`config.mk`:
```
export PLATFORM = sky130hd
export DESIGN_NAME = uart_tx_deq
export DESIGN_NICKNAME = d
export VERILOG_FILES = /design/src/rtl/uart_tx_deq.sv
export SDC_FILE = /design/constraint.sdc
export NUM_CORES = 1
export LEC_CHECK = 0
export ABC_CLOCK_PERIOD_IN_PS = 2300
export BUFFER_PORTS_ARGS = -buffer_cell sky130_fd_sc_hd__buf_4
export CAP_MARGIN = 20
export CORE_MARGIN = 2
export CORE_UTILIZATION = 60
export CTS_BUF_LIST = sky130_fd_sc_hd__clkbuf_4 sky130_fd_sc_hd__clkbuf_8
export DETAILED_ROUTE_END_ITERATION = 8
export PLACE_DENSITY = 0.82
export SYNTH_ARGS = -nofsm -noshare
export SYNTH_HDL_FRONTEND = slang
export SYNTH_SLANG_ARGS = --single-unit
```
`constraint.sdc`:
```
create_clock -name i_clk -period 2.3 [get_ports i_clk]
set_input_delay 0.69 -clock i_clk [delete_from_list [all_inputs] [get_ports i_clk]]
set_output_delay 0.69 -clock i_clk [all_outputs]
set_load 0.05 [all_outputs]
```
`src/rtl/uart_tx_deq.sv`:
```
// rtl/uart_tx_deq.sv - UART transmitter draining a FIFO dequeue port, 8N1-style framing.
// Optional even parity bit: define UART_TX_PARITY_EN.
module uart_tx_deq #(
  parameter int p_WORD_LEN    = 8,
  parameter int p_CLK_PER_BIT = 16,
  parameter int p_STOP_BITS   = 1
) (
  input  logic                  i_clk,
  input  logic                  i_rst,
  input  logic [p_WORD_LEN-1:0] deq_data,
  input  logic                  deq_rdy,
  output logic                  deq_en,
  output logic                  o_tx,
  output logic                  o_busy
);

  localparam int CNT_W = $clog2(p_CLK_PER_BIT);
  localparam int IDX_W = $clog2(p_WORD_LEN + 1);
  localparam logic [CNT_W-1:0] CNT_LOAD  = CNT_W'(p_CLK_PER_BIT - 1);
  localparam logic [IDX_W-1:0] LAST_DATA = IDX_W'(p_WORD_LEN - 1);
  localparam logic [IDX_W-1:0] LAST_STOP = IDX_W'(p_STOP_BITS - 1);

`ifdef UART_TX_PARITY_EN
  typedef enum logic [2:0] {IDLE, START, DATA, PARITY, STOP} state_t;
  logic par_bit;
`else
  typedef enum logic [2:0] {IDLE, START, DATA, STOP} state_t;
`endif

  state_t                  state;
  logic [CNT_W-1:0]        cnt;
  logic [IDX_W-1:0]        bit_idx;
  logic [p_WORD_LEN-1:0]   shreg;
  logic [p_WORD_LEN-1:0]   sh_next;

  assign sh_next = shreg >> 1;
  assign deq_en  = (state == IDLE) & deq_rdy & ~i_rst;

  always_ff @(posedge i_clk or posedge i_rst) begin
    if (i_rst) begin
      state   <= IDLE;
      cnt     <= '0;
      bit_idx <= '0;
      shreg   <= '0;
      o_tx    <= 1'b1;
      o_busy  <= 1'b0;
`ifdef UART_TX_PARITY_EN
      par_bit <= 1'b0;
`endif
    end else begin
      case (state)
        IDLE: begin
          if (deq_en) begin
            shreg  <= deq_data;
`ifdef UART_TX_PARITY_EN
            // Parity taken from the word as popped; shreg is destroyed by shifting.
            par_bit <= ^deq_data;
`endif
            state  <= START;
            cnt    <= CNT_LOAD;
            o_tx   <= 1'b0;
            o_busy <= 1'b1;
          end
        end
        START: begin
          if (cnt != '0) begin
            cnt <= cnt - CNT_W'(1);
          end else begin
            cnt     <= CNT_LOAD;
            bit_idx <= '0;
            state   <= DATA;
            o_tx    <= shreg[0];
          end
        end
        DATA: begin
          if (cnt != '0) begin
            cnt <= cnt - CNT_W'(1);
          end else begin
            cnt   <= CNT_LOAD;
            shreg <= sh_next;
            if (bit_idx == LAST_DATA) begin
              bit_idx <= '0;
`ifdef UART_TX_PARITY_EN
              state <= PARITY;
              o_tx  <= par_bit;
`else
              state <= STOP;
              o_tx  <= 1'b1;
`endif
            end else begin
              bit_idx <= bit_idx + IDX_W'(1);
              o_tx    <= sh_next[0];
            end
          end
        end
`ifdef UART_TX_PARITY_EN
        PARITY: begin
          if (cnt != '0) begin
            cnt <= cnt - CNT_W'(1);
          end else begin
            cnt   <= CNT_LOAD;
            state <= STOP;
            o_tx  <= 1'b1;
          end
        end
`endif
        STOP: begin
          if (cnt != '0) begin
            cnt <= cnt - CNT_W'(1);
          end else if (bit_idx == LAST_STOP) begin
            // One guaranteed IDLE cycle follows, giving the +1 in the frame period.
            cnt     <= '0;
            bit_idx <= '0;
            state   <= IDLE;
            o_busy  <= 1'b0;
          end else begin
            cnt     <= CNT_LOAD;
            bit_idx <= bit_idx + IDX_W'(1);
          end
        end
        default: begin
          state  <= IDLE;
          o_tx   <= 1'b1;
          o_busy <= 1'b0;
        end
      endcase
    end
  end

endmodule

```
# --- Word-level counts from Yosys, hierarchy flattened ---
# Cells that the tools add are included.
op_classes:
  muxes: 30
  addsub: 2
  n_reduce_logical: 13
  eq_ne: 10
  n_bitwise: 5
op_table:
  columns: ["op", "n"]
  rows:
  - ["$mux W4", 9]
  - ["$pmux W4 S3", 2]
  - ["$mux W3", 6]
  - ["$mux W8", 2]
  - ["$pmux W8 S2", 1]
  - ["$ne A2 B2 Y1 const B", 6]
  - ["$pmux W3 S4", 1]
  - ["$reduce_and A4 Y1", 3]
  - ["$mux W1", 7]
  - ["$eq A3 B2 Y1 const B", 2]
  - ["$reduce_and A6 Y1", 1]
  - ["$reduce_bool A3 Y1", 2]
  - ["$add A4 B1 Y4 const B", 1]
  - ["$eq A4 B3 Y1 const B", 1]
  - ["$logic_not A4 Y1", 1]
  - ["$pmux W1 S4", 1]
  - ["$reduce_bool A4 Y1", 1]
  - ["$sub A4 B1 Y4 const B", 1]
  - ["$eq A3 B1 Y1 const B", 1]
  - ["$logic_not A3 Y1", 1]
  - ["$not A1 Y1", 3]
  - ["$pmux W1 S3", 1]
  - ["$reduce_and A3 Y1", 1]
  - ["$and A1 B1 Y1", 2]
  - ["3 further kinds", 3]
word_totals:
  wordCells: 66
  output_inout_bits: 3
  inputBits: 11
  register_bits: 21

# --- Longest topological paths before layout ---
# Gate-level depths: netlist of run 1.
depth:
  depth_word: 5
  mapped_depth: 7
  ltp_nobuf: 6

# --- Worst setup path after synthesis of run 1 ---
# No wires, ideal clock.
synth_path:
  path_type: "input -> output"
  start: "input port i_rst"
  end: "output port deq_en"
  slack_ns: 0.457
  arrival_time_ns: 1.153
  path_buffers: 0
  path_stages: 2
  t_required_ns: 1.610
  path_cell_list: "nand3b_1 > inv_1"
synth_between:
  elab_chain_len: 2
synth_lines:
  columns: ["item", "line_no", "text"]
  rows:
  - ["start: declaration", "9", "input logic i_rst,"]
  - ["$not A1 Y1", "37", "assign deq_en = (state == IDLE) & deq_rdy & ~i_rst;"]
  - ["$and A1 B1 Y1", "37", null]
  - ["end: declaration", "12", "output logic deq_en,"]
# No other way between the ends.

# --- Final worst setup path of run 1 ---
layout_path:
  start: "register state[0]"
  end: "output port deq_en"
layout_between:
  elab_chain_len: 3
layout_lines:
  columns: ["item", "line_no", "text"]
  rows:
  - ["start: declaration", "30", "state_t state;"]
  - ["start signal: assignment", "41", "state <= IDLE;"]
  - ["start signal: assignment", "59", "state <= START;"]
  - ["start signal: assignment", "71", "state <= DATA;"]
  - ["$logic_not A3 Y1", "37", null]
  - ["$and A1 B1 Y1 (2 in a row)", "37", null]
# No other way between the ends.

==> results.sh, run 1 <==
export IMPL_cts_tree="built"
export IMPL_first_iter_violations=29
export IMPL_clock_path_buffers=2
export IMPL_fp_dieW_um=49.4
export IMPL_rsz0062_at_grt="no"
export IMPL_syn_area_um2=1240
export IMPL_ys_warn_count=0
export IMPL_hold_ws_ns=0.505
export IMPL_finalHoldViolations=0
export IMPL_leakagePower_nw=0.635
export IMPL_io_pins=14
export IMPL_ant_nets=0
export IMPL_irDropWorstVdd_uv=1060
export IMPL_postSynthCellCount=137
export IMPL_crit_path_end_kind="output port"
export IMPL_hold_buffers=0
export IMPL_clock_sinks=20
export IMPL_crit_type="reg2out"
export IMPL_finalSetupTns_ns=0
export IMPL_drc=0
export IMPL_grt_antenna_before_repair=0
export IMPL_die_y_um=49.4
export IMPL_dr_wl_met3_um=134
export IMPL_grt_pass1_wl_mm=4.53
export IMPL_period_minus_slack_ns=2.05
export IMPL_vias_per_cell=5.97
export IMPL_place_congestion=0.825
export IMPL_met2_length_mm=1.27
export IMPL_timing_critical_path_from_type="flip-flop"
export IMPL_first_global_vias=1040
export IMPL_grt_max_degree=21
export IMPL_arrival_ns=1.36
export IMPL_finalCritPeriodShare=0.891
export IMPL_vias=1080
export IMPL_async_reset_ff_frac=1.00
export IMPL_wl_per_cell_um=14.8
export IMPL_synth_seq_cells=20
export IMPL_worstPathMaxFanout=4
export IMPL_post_cts_buffers=0
export IMPL_synth_cell_types=39
export IMPL_area_growth_pct=14.6
export IMPL_cpPeakStageDelay_ns=0.43
export IMPL_drive_gt1_frac=0.188
export IMPL_htreeDepth=1
export IMPL_final_setup_viol_count=0
export IMPL_nNetsFinal=173
export IMPL_track_usage=0.236
export IMPL_top_layer="met4"
export IMPL_cts_buffers=3
export IMPL_syn_avg_cell_area_um2=9.03
export IMPL_dp_cells=177
export IMPL_placeableCoreArea_um2=1960
export IMPL_relSlewSlack=0.480
export IMPL_synth_edff_count=0
export IMPL_hpwl_mm=1.94
export IMPL_r2r_start="state[0]"
export IMPL_outcome="finished, final reports clean"
export IMPL_wl_met1_mm=1.25
export IMPL_clk_latency_ns=0.30
export IMPL_worstSetupStartpoint="state[0]"
export IMPL_most_common_layout_cells="dfrtp_1 (19), buf_4 (17), inv_1 (14), a21oi_1 (14), nor2_1 (12)"
export IMPL_cp_required_ns=1.61
export IMPL_drv_slew=0
export IMPL_cts_resized=0
export IMPL_hp_class="reg2reg"
export IMPL_power_w=0.00210
export IMPL_maxCapViolations=0
export IMPL_worstMarginPinSlew_ns=0.778
export IMPL_p_per_area_nw_per_um2=1480
export IMPL_fmax_ghz=0.488
export IMPL_utilization=0.723
export IMPL_stdcell_count=181
export IMPL_num_rows=16
export IMPL_grt_overflow_total=0
export IMPL_wl_mm=2.68
export IMPL_synthFlopType="dfrtp_1"
export IMPL_root_buffer="clkbuf_4"
export IMPL_port_buffers=13
export IMPL_slowest_stage="dfrtp_1"
export IMPL_fin_skew_ns=0.00242
export IMPL_path_clk_slew_ns=0.11
export IMPL_ys_seq_area_frac=0.405
export IMPL_cpMostUsedCell="inv_1"
export IMPL_synth_nets=155
export IMPL_hp_start="o_busy"
export IMPL_firstDrtPassIters=5
export IMPL_diodes=0
export IMPL_start_util=0.631
export IMPL_crit_chain="inv_1, ha_1, nand3b_1, inv_1, buf_4"
export IMPL_die_area_um2=2440
export IMPL_final_common_cell="dfrtp_1"
-- Yosys cell counts (all sizes together), types with 2 or more instances --
library cell,count,share of area
dfrtp,19,0.38
a21oi,14,0.057
inv,14,0.042
nor2,12,0.036
o21ai,10,0.043
nand2,9,0.027
ha,7,0.071
o22ai,6,0.030
o2bb2ai,6,0.042
a31oi,4,0.020
a22o,2,0.014
buf,2,0.0081
clkbuf,2,0.0061
mux2,2,0.018
nand2b,2,0.010
nand3,2,0.0081
nor4b,2,0.014
o31ai,2,0.012
or2,2,0.010
-- cell type report --
class	instances	area [um2]
multi-input combinational	99	666
clock buffer	4	36.3
tap	27	33.8
inverter	14	52.6
fill	155	544
timing repair buffer	17	128
sequential	20	502
-- sequential cells by signal, indices dropped and copies added (netlist names) --
name / count
o_tx: 1
o_busy: 1
cnt: 4
state: 2
shreg: 8
bit_idx: 4
-- metal layers --
metal / up-vias / GRT usage
met5: - / 0
met4: 0 / 0.0602
met3: 4 / 0.0307
met2: 33 / 0.403
met1: 509 / 0.318
li1: 534 / -
-- critical path, delay by kind of cell, from the launching register on --
| family | cells | cell delay [ns] |
|---|---|---|
| fa+ha+maj | 1 | 0.19 |
| buf+inv | 3 | 0.33 |
| flops | 1 | 0.43 |
| simple gates | 1 | 0.10 |
-- path summary, 6_finish.rpt --
check	endpoint	slack, ns	cells after the start
worst max-delay path	deq_en	0.25	5
worst min-delay path	o_busy	0.50	1
worst max register to register	bit_idx[3]	0.37	7
worst min register to register	o_busy	0.50	1
max in group asynchronous	shreg[1]	1.27	2
min in group asynchronous	shreg[5]	0.54	2
-- stage by stage --
step           instance area, um2  setup slack (ns)
3_5_place_dp                 1380             0.391
4_1_cts                      1420             0.243
3_3_place_gp                 1380             0.407
2_1_floorplan                1240             0.457
6_report                     1420             0.250
5_1_grt                      1420             0.132
-- cells by family (layout without fill, tap and decap cells) --
logic type	Yosys count	after routing	share of synthesized area
flops	20	20	0.405
mux	2	2	0.0182
simple gates	36	36	0.157
compound gates	53	53	0.285
xor+xnor	1	1	0.00708
fa+ha+maj	7	7	0.0708
buf+inv	18	35	0.0566
-- where the power goes --
part / internal, W / total [W] / switching, W
Combinational: 0.000525 / 0.00126 / 0.000733
Sequential: 0.000508 / 0.000640 / 0.000132
Clock: 0.0000965 / 0.000206 / 0.000110
Total: 0.00113 / 0.00210 / 0.000974
Power figures use the tool's default switching activity.
==> inputs of run 2 (changes only) <==
--- a/config.mk
+++ b/config.mk
@@ -5,9 +5,10 @@
 export SDC_FILE = /design/constraint.sdc
 export NUM_CORES = 1
 export LEC_CHECK = 0
-export ABC_CLOCK_PERIOD_IN_PS = 2300
+export ABC_CLOCK_PERIOD_IN_PS = 2200
 export BUFFER_PORTS_ARGS = -buffer_cell sky130_fd_sc_hd__buf_4
 export CAP_MARGIN = 20
+export CORE_ASPECT_RATIO = 1.4
 export CORE_MARGIN = 2
 export CORE_UTILIZATION = 60
 export CTS_BUF_LIST = sky130_fd_sc_hd__clkbuf_4 sky130_fd_sc_hd__clkbuf_8
==> constraint.sdc (replaced) <==
create_clock -name i_clk -period 2.2 [get_ports i_clk]
set_input_delay 0.66 -clock i_clk [delete_from_list [all_inputs] [get_ports i_clk]]
set_output_delay 0.66 -clock i_clk [all_outputs]
set_load 0.005 [all_outputs]
==> run 2 against run 1 <==
Via count rose by 0.83%. Clock skew rose by 0.0080 ns. Worst setup slack got worse by 0.12 ns. Clock-buffer cell count did not move. Sequential share of layout area barely moved. Non-clock buffer count did not move. Core utilization rose by 0.40 points. Combinational power barely moved. Final cell count fell by 3.3%. Wire length fell by 2.2%. Largest power group unchanged.
==> results.sh, run 2 (same netlist as run 1, synthesis figures left out) <==
export IMPL_n_fill_cell=146
export IMPL_die_area_um2=2450
export IMPL_wl_mm=2.62
export IMPL_finalCritPeriodShare=0.941
export IMPL_place_area_um2=1370
export IMPL_area_growth_pct=14.5
export IMPL_timing_critical_path_from_type="flip-flop"
export IMPL_htreeDepth=1
export IMPL_slowest_stage="dfrtp_1"
export IMPL_ff2ff_path_depth=6
export IMPL_leakagePower_nw=0.632
export IMPL_track_usage=0.245
export IMPL_wl_met1_mm=1.10
export IMPL_top_layer="met4"
export IMPL_num_rows=19
export IMPL_place_congestion=0.772
export IMPL_clock_path_buffers=2
export IMPL_fmax_ghz=0.483
export IMPL_relSlewSlack=0.649
export IMPL_top_regs="shreg (8), bit_idx (4), cnt (4)"
export IMPL_firstDrtPassIters=4
export IMPL_worstPathMaxFanout=14
export IMPL_rsz0062_at_grt="no"
export IMPL_drive_gt1_frac=0.195
export IMPL_root_buffer="clkbuf_4"
export IMPL_ant_nets=0
export IMPL_wl_per_cell_um=15.0
export IMPL_cts_buffers=3
export IMPL_arrival_ns=1.41
export IMPL_path_clk_slew_ns=0.11
export IMPL_hold_buffers=0
export IMPL_final_common_cell="dfrtp_1"
export IMPL_irDropWorstVdd_uv=950
export IMPL_final_design_area_no_fill_um2=1420
export IMPL_placeableCoreArea_um2=1950
export IMPL_grt_max_degree=15
export IMPL_clk_latency_ns=0.31
export IMPL_most_common_layout_cells="dfrtp_1 (19), buf_4 (17), inv_1 (14), a21oi_1 (14), nor2_1 (12)"
export IMPL_dr_wl_met3_um=79
export IMPL_regMostFlops="shreg"
export IMPL_cp_required_ns=1.54
export IMPL_finalSetupTns_ns=0
export IMPL_met2_length_mm=1.39
export IMPL_hp_class="in2async"
export IMPL_final_setup_viol_count=0
export IMPL_port_buffers=13
export IMPL_crit_type="reg2out"
export IMPL_io_pins=14
export IMPL_grt_pass1_wl_mm=4.69
export IMPL_vias_per_cell=6.22
export IMPL_die_y_um=57.7
export IMPL_clock_sinks=20
export IMPL_cpMostUsedCell="inv_1"
export IMPL_drc=0
export IMPL_finalHoldViolations=0
export IMPL_period_minus_slack_ns=2.07
export IMPL_grt_overflow_total=0
export IMPL_largest_reg_flops=8
export IMPL_power_w=0.00214
export IMPL_first_global_vias=1096
export IMPL_outcome="finished, final reports clean"
export IMPL_maxCapViolations=0
export IMPL_nNetsFinal=173
export IMPL_worstMarginPinSlew_ns=0.520
export IMPL_seq_area_um2=502
export IMPL_grt_antenna_before_repair=0
export IMPL_p_per_area_nw_per_um2=1510
export IMPL_drv_slew=0
export IMPL_first_iter_violations=25
export IMPL_fp_dieW_um=42.4
export IMPL_hpwl_mm=2.00
export IMPL_fin_skew_ns=0.0104
export IMPL_diodes=0
export IMPL_cts_tree="built"
export IMPL_worstSetupStartpoint="state[0]"
export IMPL_start_util=0.635
export IMPL_vias=1089
export IMPL_r2r_start="state[0]"
export IMPL_crit_path_end_kind="output port"
export IMPL_cpPeakStageDelay_ns=0.43
export IMPL_crit_chain="inv_1, ha_4, nand3b_1, inv_1, buf_4"
export IMPL_multi_input_area_um2=678
-- run 2: cell counts in the layout (fill, tap and decap cells not counted) --
Identical to the previous run, type by type.
-- run 2: layout make-up --
cell class	count	share of cell area
timing repair buffer	17	0.0901
multi-input combinational	99	0.479
sequential	20	0.354
inverter	14	0.0371
tap	21	0.0186
clock buffer	4	0.0212
-- run 2: repair_timing --
item,CTS,global route
resized for setup,1,1
pin swaps,0,0
endpoints found under the setup margin,1,1
cloned,0,0
setup buffers,0,0
-- run 2: worst paths after layout --
path,endpoint,slack (ns)
max,deq_en,0.13
max in group asynchronous,o_tx,1.27
max reg2reg,shreg[1],0.14
min,state[0],0.34
min reg2reg,o_busy,0.51
min in group i_clk,o_busy,0.51
-- run 2: power by group --
| group | total [W] | internal, W | switching [W] |
|---|---|---|---|
| clock | 0.000193 | 0.0000831 | 0.000110 |
| combinational | 0.00127 | 0.000570 | 0.000704 |
| sequential | 0.000671 | 0.000531 | 0.000140 |
| total | 0.00214 | 0.00118 | 0.000954 |
-- run 2: per-layer routing --
metal  track usage  up-vias
met1         0.300      525
met5             0        -
met4        0.0938        0
met3        0.0187        4
li1              -      533
met2         0.444       27
-- run 2: metrics by stage --
step,setup WS [ns],hold slack (ns),util,instances
final,0.129,0.343,0.727,175
after global routing,0.0717,0.368,0.727,175
after CTS,0.0620,0.346,0.721,175
after detailed placement,0.240,0.484,0.705,171
after global placement,0.299,0.472,0.705,171
after floorplan,0.359,0.474,-,137
-- run 2: critical path: cells and delay by family, from the launching register on --
| family | cells | cell delay, ns |
|---|---|---|
| adder cells (fa/ha/maj) | 1 | 0.23 |
| flip-flops | 1 | 0.43 |
| AND/OR/NAND/NOR | 1 | 0.13 |
| buffers and inverters | 3 | 0.31 |
